<file path="config.mk">
export PLATFORM = sky130hd
export DESIGN_NAME = alu_issue_ctrl
export DESIGN_NICKNAME = d
export VERILOG_FILES = /design/src/rtl/alu_issue_ctrl.sv
export SDC_FILE = /design/constraint.sdc
export NUM_CORES = 1
export LEC_CHECK = 0
export CAP_MARGIN = 20
export CORE_ASPECT_RATIO = 2
export CORE_MARGIN = 8
export CORE_UTILIZATION = 35
export DETAILED_ROUTE_END_ITERATION = 7
export MAX_ROUTING_LAYER = met4
export PLACE_DENSITY = 0.85
export SYNTH_ARGS = -nofsm -noshare
export SYNTH_HDL_FRONTEND = slang
export SYNTH_SLANG_ARGS = --single-unit
export TNS_END_PERCENT = 20
</file>
<file path="constraint.sdc">
create_clock -name clk -period 1.9 [get_ports clk]
set_input_delay 0.19 -clock clk [delete_from_list [all_inputs] [get_ports clk]]
set_output_delay 0.19 -clock clk [all_outputs]
set_load 0.05 [all_outputs]
</file>
<file path="src/rtl/alu_issue_ctrl.sv">
// alu_issue_ctrl: issue side of the 64-bit ALU operand/control/result interface.
// Accepts (aluop, funct, A, B) over valid/ready, decodes it to the 4-bit ALU
// control code, drives registered operands to a combinational ALU, captures
// its result/zero flag and returns them over a second valid/ready handshake.
// Optional feature macro: ALU_NOR_EN (ALUOP=10, funct 0100 decodes to NOR).
module alu_issue_ctrl #(
  parameter int DATA_W = 64,
  parameter int CNT_W  = 16
) (
  input  logic              clk,
  input  logic              reset_n,
  input  logic              req_valid,
  output logic              req_ready,
  input  logic [1:0]        req_aluop,
  input  logic [3:0]        req_funct,
  input  logic [DATA_W-1:0] req_a,
  input  logic [DATA_W-1:0] req_b,
  output logic [DATA_W-1:0] alu_a,
  output logic [DATA_W-1:0] alu_b,
  output logic [3:0]        alu_control,
  input  logic [DATA_W-1:0] alu_result,
  input  logic              alu_zeroflag,
  output logic              rsp_valid,
  input  logic              rsp_ready,
  output logic [DATA_W-1:0] rsp_result,
  output logic              rsp_zero,
  output logic              rsp_illegal,
  output logic [CNT_W-1:0]  op_count
);

  typedef enum logic [1:0] {
    IDLE = 2'd0,
    EXEC = 2'd1,
    RESP = 2'd2
  } state_t;

  localparam logic [3:0] CTL_AND  = 4'b0000;
  localparam logic [3:0] CTL_OR   = 4'b0001;
  localparam logic [3:0] CTL_ADD  = 4'b0010;
  localparam logic [3:0] CTL_SUB  = 4'b0110;
  localparam logic [3:0] CTL_PASS = 4'b0111;
`ifdef ALU_NOR_EN
  localparam logic [3:0] CTL_NOR  = 4'b1100;
`endif

  state_t     state, state_nxt;
  logic       dec_legal;
  logic [3:0] dec_ctrl;
  logic       accept;
  logic       rsp_fire;

  // Decode the request into an ALU control code and a legality flag.
  always_comb begin
    dec_legal = 1'b1;
    dec_ctrl  = CTL_ADD;
    case (req_aluop)
      2'b00: dec_ctrl = CTL_ADD;
      2'b01: dec_ctrl = CTL_SUB;
      2'b11: dec_ctrl = CTL_PASS;
      default: begin
        case (req_funct)
          4'b0000: dec_ctrl = CTL_ADD;
          4'b1000: dec_ctrl = CTL_SUB;
          4'b0111: dec_ctrl = CTL_AND;
          4'b0110: dec_ctrl = CTL_OR;
`ifdef ALU_NOR_EN
          4'b0100: dec_ctrl = CTL_NOR;
`endif
          default: begin
            dec_legal = 1'b0;
            dec_ctrl  = CTL_ADD;
          end
        endcase
      end
    endcase
  end

  // Next-state and handshake outputs; only IDLE takes requests.
  always_comb begin
    state_nxt = state;
    req_ready = 1'b0;
    rsp_valid = 1'b0;
    case (state)
      IDLE: begin
        req_ready = 1'b1;
        if (req_valid) state_nxt = dec_legal ? EXEC : RESP;
      end
      EXEC: state_nxt = RESP;
      RESP: begin
        rsp_valid = 1'b1;
        if (rsp_ready) state_nxt = IDLE;
      end
      default: state_nxt = IDLE;
    endcase
  end

  assign accept   = req_valid && req_ready;
  assign rsp_fire = rsp_valid && rsp_ready;

  // State register; reset aborts any operation in flight.
  always_ff @(posedge clk or negedge reset_n) begin
    if (!reset_n) state <= IDLE;
    else          state <= state_nxt;
  end

  // Operand/control registers feeding the ALU; untouched by illegal requests.
  always_ff @(posedge clk or negedge reset_n) begin
    if (!reset_n) begin
      alu_a       <= '0;
      alu_b       <= '0;
      alu_control <= '0;
    end else if (accept && dec_legal) begin
      alu_a       <= req_a;
      alu_b       <= req_b;
      alu_control <= dec_ctrl;
    end
  end

  // Response capture: ALU outputs after the exec cycle, or a zeroed illegal reply.
  always_ff @(posedge clk or negedge reset_n) begin
    if (!reset_n) begin
      rsp_result  <= '0;
      rsp_zero    <= 1'b0;
      rsp_illegal <= 1'b0;
    end else if (accept && !dec_legal) begin
      rsp_result  <= '0;
      rsp_zero    <= 1'b0;
      rsp_illegal <= 1'b1;
    end else if (state == EXEC) begin
      rsp_result  <= alu_result;
      rsp_zero    <= alu_zeroflag;
      rsp_illegal <= 1'b0;
    end
  end

  // Completed-response counter, sticks at all-ones.
  always_ff @(posedge clk or negedge reset_n) begin
    if (!reset_n)                    op_count <= '0;
    else if (rsp_fire && !(&op_count)) op_count <= op_count + 1'b1;
  end

endmodule

</file>
# Yosys cells after proc, flatten, opt, wreduce, memory -nomap -nowiden
# Index checks and enable logic that the tools add are counted.
[word_totals]
out_inout_bits = 216
wordCells = 49
reg_bits = 216
[op_classes]
add_sub_neg = 1
muxes = 16
reduce_logical = 15
n_eq_ne = 9
[op_table]
columns = ["operator", "count"]
rows = [
  ["64-bit two-way mux", 2],
  ["3-bit case mux with 3 select lines", 2],
  ["16-bit by 1-bit adder with 16-bit output, second input constant", 1],
  ["16-bit AND reduction", 1],
  ["4-bit by 3-bit == test with 1-bit output, second input constant", 2],
  ["1-bit two-way mux", 8],
  ["2-bit two-way mux", 3],
  ["2-bit case mux with 3 select lines", 1],
  ["1-bit logical AND", 5],
  ["2-bit by 1-bit == test with 1-bit output, second input constant", 2],
  ["2-bit == test, second input constant", 2],
  ["4-bit == test, second input constant", 1],
  ["2-bit logical NOT", 2],
  ["4-bit logical NOT", 1],
  ["2-bit inequality test, second input constant", 2],
  ["4-bit OR reduction", 1],
  ["3-bit OR reduction", 1],
  ["1-bit logical NOT", 2],
  ["2-bit AND reduction", 1],
  ["2-bit nonzero test", 1],
]

# Longest topological paths before layout
[logic_depth]
depth_word = 7
depth_mapped = 6

# Worst setup path after synthesis
# No wires, ideal clock.
[synth_timing]
path_kind = "register to register"
startpoint = "register op_count[0]"
endpoint = "register op_count[1]"
setup_slack_ns = -0.196
period_less_slack_ns = 2.096
n_path_buf = 0
setup_time_ns = 0.125
t_arrival_ns = 1.972
stages_incl_launch_ff = 6
cell_sequence = "dfrtp_1 ha_1 nand4_1 nor4_4 nor2_1 mux2_2"
[synth_via]
elab_chain_cells = 3
elab_cells_between_ends = 4
classes_between = "1 x add/sub; 3 x reduce/logical"
[synth_lines]
columns = ["element", "line_no", "text"]
rows = [
  ["start, declared", "28", "output logic [CNT_W-1:0] op_count"],
  ["start signal, assigned", "139", "else if (rsp_fire && !(&op_count)) op_count <= op_count + 1'b1;"],
  ["branches (longest 3 deep; another with 16-bit by 1-bit adder with 16-bit output)", "--", ""],
]
# Several ways; the timed one is not identified.
# A chain may end at the register's enable or synchronous reset.

# Worst setup path in the final report
[layout_timing]
startpoint = "register state[0]"
endpoint = "register alu_a[48]"
[layout_via]
elab_chain_cells = 4
[layout_lines]
columns = ["element", "line_no", "text"]
rows = [
  ["start, declared", "46", "state_t state, state_nxt;"],
  ["start signal, assigned", "103", "else state <= state_nxt;"],
  ["2-bit logical NOT", "83", "case (state)"],
  ["1-bit two-way mux", "83", ""],
  ["1-bit logical AND", "97", "assign accept = req_valid && req_ready;"],
  ["1-bit logical AND", "112", "end else if (accept && dec_legal) begin"],
  ["end signal, assigned", "113", "alu_a <= req_a;"],
  ["end, declared", "18", "output logic [DATA_W-1:0] alu_a,"],
]
# Every way passes these cells.

==> flow_summary_export.csv <==
group,metric,value,unit
grt,grt_usage,0.201,
critical_path,cpLargestDelayFamily,"simple AND/OR/NAND/NOR gates",
critical_path,cp_slowest_cell,"or3b_4",
grt,gr-total-overflow,0,
pwr,power_density,1960,nW/µm²
cts,numCtsBuffers,20,
finish,num-fill-cells,1860,
grt,antenna_found_initial,1,
outcome,run_status,"complete, no violations",
finish,nNetsFinal,1316,
drt,vias,6854,
timing,holdWs,0.230,ns
yosys,synth_top_family_by_area,"multiplexers",
finish,syn_to_final_growth,66.6,%
job,maxCapViolCount,0,
critical_path,crit_cells,5,
hold_path,timing.hold.worst.class,"in2reg",
yosys,postSynthAreaPerCell,12.8,µm²
cts,post_cts_buffers,0,
timing,fin_crit_sh,0.988,
placement,gp_congestion,0.844,
yosys,synth-simple-area-share,0.0961,
yosys,synthesis.area,8400,µm²
grt,grt_max_degree,61,
placement,post-place-cells,1376,
critical_path,crit_type,"reg2reg",
drt,firstDrtPassIters,4,
finish,fin_area,14000,µm²
drt,drc,0,
pwr,cellLeakagePower,6.62,nW
yosys,yosysSeqAreaShare,0.640,
floorplan,rows,80,
floorplan,start_util,0.354,
critical_path,startpoint,"state[0]$_DFFE_PN0P_",
yosys,synth_edf_count,0,
cts,cts_tree,"built",
drt,vias_per_cell,4.85,
yosys,yosysUniqueCellTypes,39,
cts,clkTransAtPathRegs,0.06,ns
critical_path,cp-end-kind,"flop",
finish,drive_above_1_share,0.171,
drt,routed_wl,28800,µm
finish,stdcell_count,1414,
grt,grt_first_pass_wirelength,45200,µm
cts,h-tree-depth,1,
yosys,syn_inst,656,
timing,period_needed,1.88,ns
timing,skew,0.00969,ns
yosys,synth-adder-area-share,0.00149,
cts,clk_latency,0.50,ns
critical_path,path_buf_inv,2,
floorplan,dieHeight,235,µm
cts,root_buffer,"clkbuf_16",
finish,final_util,0.590,
drt,avgRoutedWirePerCell,20.4,µm
yosys,async_flop_share,1.00,
timing,fmax,533,MHz
critical_path,arrival,2.25,ns
timing,setup_viol,0,
critical_path,max_stage_delay,0.43,ns
drt,ant_nets,0,
yosys,yosys.area_share.xor_xnor,0.0146,
critical_path,rr_endpoint,"alu_a[48]$_DFFE_PN0P_",
floorplan,core_area,23700,µm²
critical_path,crit_path_max_fanout,23,
critical_path,r2r_start,"state[0]$_DFFE_PN0P_",
critical_path,r2r_cells,5,
critical_path,cpMostUsedCell,"buf_12",
placement,port_buffers,417,
cts,cts.path.max_buffers,3,
floorplan,fp.dieW,126,µm
placement,place_area,13300,µm²
timing,max-slew-margin-rel,0.588,
timing,worst_slew_pin_slew,0.620,ns
timing,rsz0062_at_grt,"true",
yosys,syn-num-nets,860,
yosys,synth_compound_area_frac,0.0492,
yosys,yosysWarnings,0,
yosys,synth-seq-cells,215,
critical_path,cp-start-kind,"flop",
timing,hold_violations,0,
floorplan,dieArea,29500,µm²
critical_path,crit_chain,"or3b_4 -> a31oi_4 -> buf_12 -> buf_12 -> mux2_2",
grt,grt_pass1_vias,7582,
pwr,power,27.4,mW
critical_path,cp.required,2.28,ns
critical_path,critPathCapture,"alu_a[48]$_DFFE_PN0P_",
yosys,synth_ff_type,"dfrtp_1",
floorplan,pin_count,419,
drt,drt_iter0_drc,331,
yosys,synth_mux_area_frac,0.173,
pwr,vdd_drop_max,1.18,mV
timing,slew_violations,0,
cts,cts.sinks,215,
critical_path,r2r_slack,0.02,ns
placement,dp_hpwl,22600,µm
[cell usage after synthesis, types with 3 or more instances]
master	n	share of area
a21oi_1	69	0.041
nand4_1	3	0.0022
nor3_1	6	0.0036
nor4_1	4	0.0030
xor2_1	12	0.013
nand3_1	6	0.0036
buf_6	7	0.0094
nor2b_1	3	0.0022
mux2_1	54	0.072
buf_2	8	0.0048
dfrtp_1	215	0.64
mux2_2	75	0.10
o21a_1	3	0.0027
clkbuf_1	17	0.0076
nand2_1	135	0.060
buf_1	4	0.0018
nor2_1	9	0.0040
[layout by cell type, fill, tap and decap left out, types with 3 or more instances in the layout]
cell | netlist | routed
buf_12 | 0 | 9
clkbuf_16 | 0 | 21
dfrtp_1 | 215 | 200
nand3_1 | 6 | 6
buf_4 | 1 | 52
mux2_1 | 54 | 54
nor4_1 | 4 | 4
nand4_1 | 3 | 3
clkdlybuf4s50_1 | 0 | 283
clkbuf_1 | 17 | 3
nor2_1 | 9 | 8
a21oi_1 | 69 | 69
dfrtp_2 | 0 | 15
xor2_1 | 12 | 12
dlymetal6s2s_1 | 0 | 49
dlygate4sd2_1 | 0 | 76
clkinv_2 | 0 | 3
o21a_1 | 3 | 3
nor3_1 | 6 | 6
nand2_1 | 135 | 135
mux2_2 | 75 | 75
clkbuf_8 | 0 | 6
[worst min-delay path by stage]
| stage | startpoint | to | slack (ns) | depth (start not counted) |
|---|---|---|---|---|
| after floorplan | reset_n | alu_a[0]$_DFFE_PN0P_ | -0.11 | 0 |
| after global placement | reset_n | rsp_result[7]$_DFFE_PN0P_ | 0.21 | 1 |
| after detailed placement | reset_n | rsp_result[7]$_DFFE_PN0P_ | 0.21 | 1 |
| after CTS | alu_result[14] | rsp_result[14]$_DFFE_PN0P_ | 0.20 | 3 |
| after global routing | alu_result[14] | rsp_result[14]$_DFFE_PN0P_ | 0.22 | 3 |
| final | alu_result[47] | rsp_result[47]$_DFFE_PN0P_ | 0.23 | 3 |
[worst reg2reg max path, stage by stage (launching register included)]
cell     delay, ns
dfrtp_1       0.39
or3b_4        0.43
a31oi_4       0.21
buf_12        0.18
buf_12        0.19
mux2_2        0.36
[metal layers]
metal,up-vias,global-route usage,part of all wire
met5,-,-,0
met4,0,0.0762,0.035
met3,48,0.0438,0.065
met2,306,0.369,0.55
met1,3353,0.201,0.35
li1,3147,-,-
[per-stage QoR]
step | worst slack [ns] | setup TNS [ns]
floorplan | -0.00474 | -0.00474
global placement | -0.251 | -33.52
detailed placement | -0.303 | -40.03
CTS | 0.000244 | 0
global route | -0.0305 | -0.780
finish | 0.0231 | 0
[state kept, by name (all words and copies together) (netlist names)]
| name | flops |
|---|---|
| alu_a | 64 |
| alu_b | 64 |
| rsp_result | 64 |
| op_count | 16 |
| alu_control | 3 |
| state | 2 |
| rsp_illegal | 1 |
| rsp_zero | 1 |
[layout make-up]
type,count,area (µm²),area share
flip-flops and latches,215,5400,0.386
repair buffers,471,4710,0.336
multi-input cells,403,2830,0.202
clock buffers,29,606,0.0433
well taps,287,359,0.0257
clock inverters,7,90.1,0.00644
inverters,1,3.75,0.000268
diodes,1,2.50,0.000179
[repair_timing]
action / CTS / global route
gates cloned: 0 / 0
hold endpoints to repair: 49 / 0
hold buffers: 1 / 0
resized for setup: 77 / 49
setup endpoints to repair: 120 / 111
[kinds of logic after synthesis]
group	after synthesis
other	1
DFF	215
buffers and inverters	38
AOI/OAI and AO/OA	76
xor gates and xnor gates	14
and+or+nand+nor	182
muxes	129
adders and majority gates	1
[power breakdown]
group          switching [mW]  internal, mW
Sequential               1.10          6.66
Clock                    1.73          2.49
Combinational            10.3          5.08
Note: power is estimated with default switching activity, not from simulation.
